`src/rtl/ins_line_cache.sv`:
```
// Direct-mapped instruction line cache with a two-state refill FSM.
// Hits return the stored word in the same cycle; a miss stalls the PC while the line refills one word per cycle.
module ins_line_cache #(
    parameter int dataW        = 32,
    parameter int RAMAddrSize  = 32,
    parameter int Lines        = 8,
    parameter int WordsPerLine = 4,
    parameter int MissCntW     = 16
) (
    input  logic                   clock,
    input  logic                   reset,
    input  logic [dataW-1:0]       ProgAddr,
    input  logic                   Flush,
    input  logic [dataW-1:0]       RAMOut,
    output logic                   InsCacheStall,
    output logic [RAMAddrSize-1:0] InsCacheReadAddr,
    output logic [dataW-1:0]       OutputIns,
    output logic [MissCntW-1:0]    MissCount
);

    localparam int OffW = $clog2(WordsPerLine);
    localparam int IdxW = $clog2(Lines);
    localparam int TagW = RAMAddrSize - 2 - OffW - IdxW;
    localparam logic [dataW-1:0] NOP = dataW'(32'h0000_0013);
    localparam logic [OffW-1:0] LAST_WORD = OffW'(WordsPerLine - 1);

    typedef enum logic {IDLE, REFILL} state_t;

    state_t                 r_state;
    logic [OffW-1:0]        r_cnt;
    logic [Lines-1:0]       r_valid;
    logic [TagW-1:0]        r_tag  [Lines];
    logic [dataW-1:0]       r_data [Lines*WordsPerLine];
    logic [RAMAddrSize-1:0] r_base;
    logic [MissCntW-1:0]    r_miss;

    logic [RAMAddrSize-1:0] w_addr;
    logic [OffW-1:0]        w_off;
    logic [IdxW-1:0]        w_idx;
    logic [TagW-1:0]        w_tag;
    logic [RAMAddrSize-1:0] w_line_base;
    logic [IdxW-1:0]        w_base_idx;
    logic [TagW-1:0]        w_base_tag;
    logic                   w_hit;
    logic                   w_stall;

    assign w_addr      = ProgAddr[RAMAddrSize-1:0];
    assign w_off       = w_addr[2 +: OffW];
    assign w_idx       = w_addr[2+OffW +: IdxW];
    assign w_tag       = w_addr[RAMAddrSize-1 -: TagW];
    assign w_line_base = {w_addr[RAMAddrSize-1:2+OffW], {(2+OffW){1'b0}}};
    assign w_base_idx  = r_base[2+OffW +: IdxW];
    assign w_base_tag  = r_base[RAMAddrSize-1 -: TagW];

    assign w_hit   = (r_state == IDLE) && r_valid[w_idx] && (r_tag[w_idx] == w_tag);
    assign w_stall = reset || !w_hit;

    assign InsCacheStall    = w_stall;
    assign OutputIns        = w_stall ? NOP : r_data[{w_idx, w_off}];
    assign InsCacheReadAddr = (r_state == REFILL)
                            ? {r_base[RAMAddrSize-1:2+OffW], r_cnt, 2'b00}
                            : w_line_base;
    assign MissCount        = r_miss;

    // Flush outranks everything: it aborts a refill and suppresses a miss in the same cycle.
    always_ff @(posedge clock or posedge reset) begin
        if (reset) begin
            r_state <= IDLE;
            r_cnt   <= '0;
            r_valid <= '0;
            r_base  <= '0;
            r_miss  <= '0;
        end else if (Flush) begin
            r_state <= IDLE;
            r_cnt   <= '0;
            r_valid <= '0;
        end else begin
            case (r_state)
                IDLE: begin
                    if (!w_hit) begin
                        r_base  <= w_line_base;
                        r_cnt   <= '0;
                        r_state <= REFILL;
                        if (r_miss != '1) r_miss <= r_miss + MissCntW'(1);
                    end
                end
                REFILL: begin
                    r_cnt <= r_cnt + OffW'(1);
                    if (r_cnt == '0) r_valid[w_base_idx] <= 1'b0;
                    if (r_cnt == LAST_WORD) begin
                        r_valid[w_base_idx] <= 1'b1;
                        r_state             <= IDLE;
                    end
                end
                default: r_state <= IDLE;
            endcase
        end
    end

    // NOTE: data and tag arrays carry no reset; the valid bits alone decide whether their contents are used.
    always_ff @(posedge clock) begin
        if (r_state == REFILL) begin
            r_data[{w_base_idx, r_cnt}] <= RAMOut;
            if (r_cnt == LAST_WORD) r_tag[w_base_idx] <= w_base_tag;
        end
    end

endmodule

```
`config.mk`:
```
export PLATFORM = sky130hd
export DESIGN_NAME = ins_line_cache
export DESIGN_NICKNAME = d
export VERILOG_FILES = /design/src/rtl/ins_line_cache.sv
export SDC_FILE = /design/constraint.sdc
export NUM_CORES = 1
export LEC_CHECK = 0
export CAP_MARGIN = 40
export CORE_MARGIN = 3
export CORE_UTILIZATION = 39
export CTS_BUF_LIST = sky130_fd_sc_hd__clkbuf_4 sky130_fd_sc_hd__clkbuf_8 sky130_fd_sc_hd__clkbuf_16
export DETAILED_ROUTE_END_ITERATION = 8
export DONT_BUFFER_PORTS = 1
export PLACE_DENSITY = 0.61
export SKIP_CTS_REPAIR_TIMING = 1
export SLEW_MARGIN = 20
export SYNTH_ARGS = -nofsm -noshare
export SYNTH_HDL_FRONTEND = slang
export SYNTH_SLANG_ARGS = --single-unit
```
`constraint.sdc`:
```
create_clock -name clock -period 9.1 [get_ports clock]
set_input_delay 1.365 -clock clock [delete_from_list [all_inputs] [get_ports clock]]
set_output_delay 1.365 -clock clock [all_outputs]
set_load 0.03 [all_outputs]
```
Word-level counts from Yosys, hierarchy flattened
Memories as Yosys holds them, arrays and structs flattened.
Cells that the tools add are included.
{ "classes": {"add_sub_neg": 2, "multipliers": 0, "div": 0, "order_cmp": 3, "eq_ne": 4, "n_shift": 0, "n_mux": 24, "bitwise": 6, "reduce_logical": 9} }
{ "op_table": {"columns": ["cell", "count"], "rows": [
  ["$mux W32", 2],
  ["$mux W8", 6],
  ["$eq A25 B25 Y1", 1],
  ["$add A16 B1 Y16 const B", 1],
  ["$ne A16 B16 Y1 const B", 1],
  ["$mux W1", 10],
  ["$and A8 B8 Y8", 1],
  ["$lt A3 B4 Y1 const B", 2],
  ["$not A8 Y8", 1],
  ["$or A8 B8 Y8", 1],
  ["$mux W2", 2],
  ["$pmux W2 S2", 1],
  ["$reduce_and A4 Y1", 1],
  ["$bmux W1 S3", 1],
  ["$demux W1 S3", 1],
  ["$ge A3 B1 Y1 const B", 1],
  ["$logic_and A1 B1 Y1", 3],
  ["$ne A3 B3 Y1 const B", 1],
  ["$not A1 Y1", 3],
  ["$reduce_and A3 Y1", 1],
  ["$add A2 B1 Y2 const B", 1],
  ["$eq A2 B2 Y1 const B", 1],
  ["$logic_not A2 Y1", 1],
  ["$pmux W1 S2", 1],
  ["3 further kinds", 3]
]} }
{ "totals": {"regBits": 55, "latch_bits": 0, "mem_bits_rw": 1224, "mem_bits_ro": 0, "elab_cells": 55, "mem_count": 2} }
{ "mem_list": {"columns": ["memory", "words", "width", "rd", "rd_clocked_by_memory_dff", "wr", "line", "rtl"], "rows": [
  ["r_data", 32, 32, 1, 0, 1, "33", "logic [dataW-1:0] r_data [Lines*WordsPerLine];"],
  ["r_tag", 8, 25, 1, 0, 1, "32", "logic [TagW-1:0] r_tag [Lines];"]
]} }

Logic depth before layout (Yosys ltp)
{ "logic_depth": {"depth_word": 13, "depth_mapped": 15} }

Worst setup path before layout
No wires, ideal clock.
{ "synth_timing": {"path_type": "in2out", "start": "input port ProgAddr[6]", "end": "output port OutputIns[22]", "arrival_ps": 4598, "required_time_ps": 7735, "slack_ps": 3137, "cell_stages": 11, "path_buffers": 4, "path_cell_list": "clkbuf_1 -> buf_2 -> buf_1 -> mux2i_1 -> xor2_1 -> nand3_1 -> or4_4 -> nor4_4 -> nand2_1 -> clkbuf_1 -> nor2_1"} }
{ "synth_via": {"elab_chain_cells": 7, "word_cells_on_any_way": 10, "classes_between": "eq/ne: 1; mux: 3; reduce/logical: 4; memory: 2"} }
{ "synth_rtl": {"columns": ["item", "line", "rtl"], "rows": [
  ["from (decl)", "12", "input logic [dataW-1:0] ProgAddr,"],
  ["parallel branches: the longest is 3 deep, another holds $mem_v2 Z8 W25", null, null],
  ["$logic_and A1 B1 Y1 (*)", "55", "assign w_hit = (r_state == IDLE) && r_valid[w_idx] && (r_tag[w_idx] == w_tag);"],
  ["$logic_not A1 Y1 (*)", null, null],
  ["$logic_or A1 B1 Y1 (*)", "56", "assign w_stall = reset || !w_hit;"],
  ["net InsCacheStall", "15", "output logic InsCacheStall,"],
  ["$mux W32 (*)", "59", "assign OutputIns = w_stall ? NOP : r_data[{w_idx, w_off}];"],
  ["to (decl)", "17", "output logic [dataW-1:0] OutputIns,"]
]} }
Mark *: on every way through the listed nets, which the timed path passes. The select of a mux whose other input is x is not followed.

Final worst setup path
{ "layout_timing": {"start": "input port ProgAddr[5]", "end": "output port OutputIns[29]"} }
The elaborated chain is that of the path after synthesis.

==> results.py <==
metrics = {
    "grt": {
        "grt_pass1_vias": 23100,
        "wire_length_of_the_first_global_routing_pass_um": 164000,
        "number_of_antenna_violations_at_the_first_check_in_global_routing": 1,
        "grt_max_degree": 257,
        "grtUsageTotal": 0.175,
        "overflow": 0,
    },
    "clock_network": {
        "clkSinkCount": 1279,
        "cts-htree-levels": 4,
        "clock_insertion_delay_worst_skew_ps": 750,
        "clk_transition_reported_paths_ps": 60,
        "max-clock-path-buffers": 3,
        "tritoncts": "done",
        "total_clock_buffers_created_by_cts": 134,
        "cts-root-buf": "sky130_fd_sc_hd__clkbuf_16",
    },
    "sta": {
        "finalClockSkew_ps": 32.6,
        "period_minus_slack_ps": 6410,
        "slew_violations": 0,
        "fin_ws_ps": 2690,
        "final_hold_viol_count": 0,
        "timing.slew.headroom": 0.431,
        "fin_setup_tns_ps": 0,
        "fmax_mhz": 156,
        "worstMarginPinSlew_ps": 851,
        "unrepaired_setup_endpoints_after_global_routing": "no",
        "finalSetupViolations": 0,
        "final.period_utilization": 0.704,
    },
    "floorplan": {
        "die_w_um": 363,
        "initial_core_util": 0.394,
        "coreArea_um2": 126000,
        "rows": 130,
        "die_area_um2": 132000,
        "ios": 148,
        "die_height_um": 363,
    },
    "worst_hold_path": {
        "worstHoldPathType": "reg2reg",
    },
    "critical_path": {
        "timing.critical_path.slowest_cell_delay_ps": 660,
        "buf_inv_on_cp": 1,
        "worstPathMaxFanout": 100,
        "path_class": "in2out",
        "worstSetupEndpointType": "output port",
        "timing.critical_path.slowest_stage_cell": "sky130_fd_sc_hd__nor2b_1",
        "worst_ep_required_time_ps": 7740,
        "critical_path.startpoint_type": "input pin",
        "cp_top_family": "simple AND/OR/NAND/NOR gates",
        "timing.reg2reg.setup_slack_ps": 5050,
        "worst_ep_arrival_time_ps": 5040,
        "worstPathCellList": "nor2b_1 > a22oi_1 > a21oi_1 > o2111ai_1 > or4_4 > nor4_4 > nand2_2 > buf_4 > nor2_1",
    },
    "finish": {
        "n_antenna_cell": 0,
        "area_delta_synth_final_pct": 13.2,
        "post_route_cells_drive_above_1_share": 0.313,
        "final_util": 0.446,
        "final_design_area_no_fill_um2": 56100,
        "design.final.nets": 2269,
    },
    "placement": {
        "place_hpwl_um": 54300,
        "pre_cts_slack_ps": 2590,
        "io_buffers": 0,
        "placed_cell_area_um2": 51800,
        "gp_congestion": 0.725,
    },
    "logic_synthesis": {
        "synth_edf_count": 1224,
        "synth_ff_type": "sky130_fd_sc_hd__edfxtp_1",
        "synth_area_leaders": "sky130_fd_sc_hd__edfxtp_1 (74%), sky130_fd_sc_hd__mux4_2 (16%), sky130_fd_sc_hd__dfrtp_1 (2.8%)",
        "yosysWarnings": 0,
        "largest_family_of_logic_cells_by_synthesized_area": "multiplexers",
        "most_frequent_cell_after_synthesis": "sky130_fd_sc_hd__edfxtp_1",
        "synthesis.area_um2": 49600,
        "synth-compound-area-share": 0.00494,
        "post_synth_num_cell_types": 39,
        "synth-xor-area-share": 0.00671,
        "synth.cells.most_frequent": "sky130_fd_sc_hd__edfxtp_1 (1224), sky130_fd_sc_hd__mux4_2 (352), sky130_fd_sc_hd__mux2i_1 (82)",
        "ys_seq_elements": 1279,
        "synthAdderAreaFrac": 0.00126,
        "yosys.area_share.simple": 0.0137,
        "synth.largest_area_cell": "sky130_fd_sc_hd__edfxtp_1",
        "mux_contribution_to_synthesized_area": 0.193,
        "post_synth_inst_count": 2127,
        "avgSynthCellArea_um2": 23.3,
        "synth_top_cell_area_share": 0.741,
        "synth_seq_area_share": 0.769,
        "ys_async_sr_fraction": 0.0430,
    },
    "detailed_routing": {
        "detail_route.iter0.violations": 2453,
        "route.antenna.remaining_nets": 0,
        "drt_first_pass_iters": 7,
        "dr_total_vias": 22500,
        "drt-total-wl_um": 115000,
        "drt-vias-per-instance": 5.70,
        "wl_per_cell_um": 29.0,
        "route.detailed.drc": 0,
    },
    "flow_run": {
        "max-cap-violations": 0,
    },
    "power_and_ir_drop": {
        "static-leakage-power_nw": 17.7,
        "cellPowerDensity_nw_per_um2": 223,
        "design_power_total_mw": 12.5,
        "vdd.ir_drop.worst_mv": 0.188,
    },
    "run_status": {
        "status": "completed",
    },
}
[layer usage]
metal  vias up  wire length, um  track usage
met5         -                0            0
met4         0             3150       0.0589
met3       179             8500       0.0385
met2       864            55200        0.278
met1     12300            47700        0.241
li1       9137                -            -
[cells in the final DEF, fill, tap and decap left out, drive strengths merged, types with 3 or more instances in the layout]
| cell | instances |
|---|---|
| edfxtp | 1224 |
| mux4 | 356 |
| clkbuf | 174 |
| mux2i | 82 |
| nor2 | 78 |
| mux2 | 57 |
| dfrtp | 55 |
| buf | 48 |
| clkinv | 47 |
| xor2 | 22 |
| inv | 20 |
| nand2 | 18 |
| xnor2 | 16 |
| nand3 | 15 |
| a22oi | 13 |
| a21oi | 11 |
| nand4 | 8 |
| o21ai | 8 |
| bufinv | 6 |
| ha | 5 |
| and3 | 4 |
| nand3b | 4 |
| and2 | 3 |
| nor3 | 3 |
| clkinvlp | 3 |
[worst reg2reg max path, cell delays in order (launching register included)]
cell	delay (ps)
sky130_fd_sc_hd__edfxtp_1	380
sky130_fd_sc_hd__mux4_2	480
sky130_fd_sc_hd__mux2i_1	180
sky130_fd_sc_hd__xor2_1	280
sky130_fd_sc_hd__o2111ai_1	200
sky130_fd_sc_hd__or4_4	600
sky130_fd_sc_hd__nor4_4	600
sky130_fd_sc_hd__or3_2	570
sky130_fd_sc_hd__buf_12	260
sky130_fd_sc_hd__mux2_2	370
[area by class of cell]
class                      instances  area (um^2)
inverter                          13         48.8
sequential                      1279        38100
tap                             1650         2060
clock inverter                    63          607
timing repair buffer              48          405
fill                           10500        69800
clock buffer                     174         3720
multi-input combinational        721        11200
[kinds of logic (layout without fill, tap and decap cells)]
family | count (synthesis) | after routing
adder cells (fa/ha/maj) | 5 | 5
AO/OA/AOI/OAI | 38 | 38
AND/OR/NAND/NOR | 143 | 143
multiplexers | 495 | 495
flip-flops | 1279 | 1279
other | 1 | 2
buffers and inverters | 128 | 298
XOR/XNOR | 38 | 38
[per-stage QoR]
stage          hold slack, ps  cells
2_1_floorplan             514   2128
3_3_place_gp              519   3706
3_5_place_dp              534   3710
4_1_cts                   544   3947
5_1_grt                   572   3948
6_report                  543   3948
[worst paths after layout]
kind,from,end,cells past startpoint
worst min-delay path,r_valid[1],r_valid[1],2
max in group asynchronous,reset,MissCount[11],3
worst min register to register,r_valid[1],r_valid[1],2
min in group asynchronous,reset,r_base[8],2
worst max register to register,r_tag[7][19],r_base[28],9
worst max-delay path,ProgAddr[5],OutputIns[29],9
[sequential cells by signal, indices dropped and copies added (netlist names)]
| signal | cells |
|---|---|
| r_base | 28 |
| r_state | 1 |
| r_cnt | 2 |
| MissCount | 16 |
| r_tag | 200 |
| r_valid | 8 |
| r_data | 1024 |
[where the power goes]
| group | switching [mW] | leakage (nW) | total, mW | internal [mW] |
|---|---|---|---|---|
| logic | 0.239 | 3.81 | 0.503 | 0.264 |
| registers | 0.107 | 11.7 | 6.68 | 6.58 |
| clock network | 2.25 | 2.16 | 5.33 | 3.08 |
No activity file was read; power rests on OpenSTA's default activity.
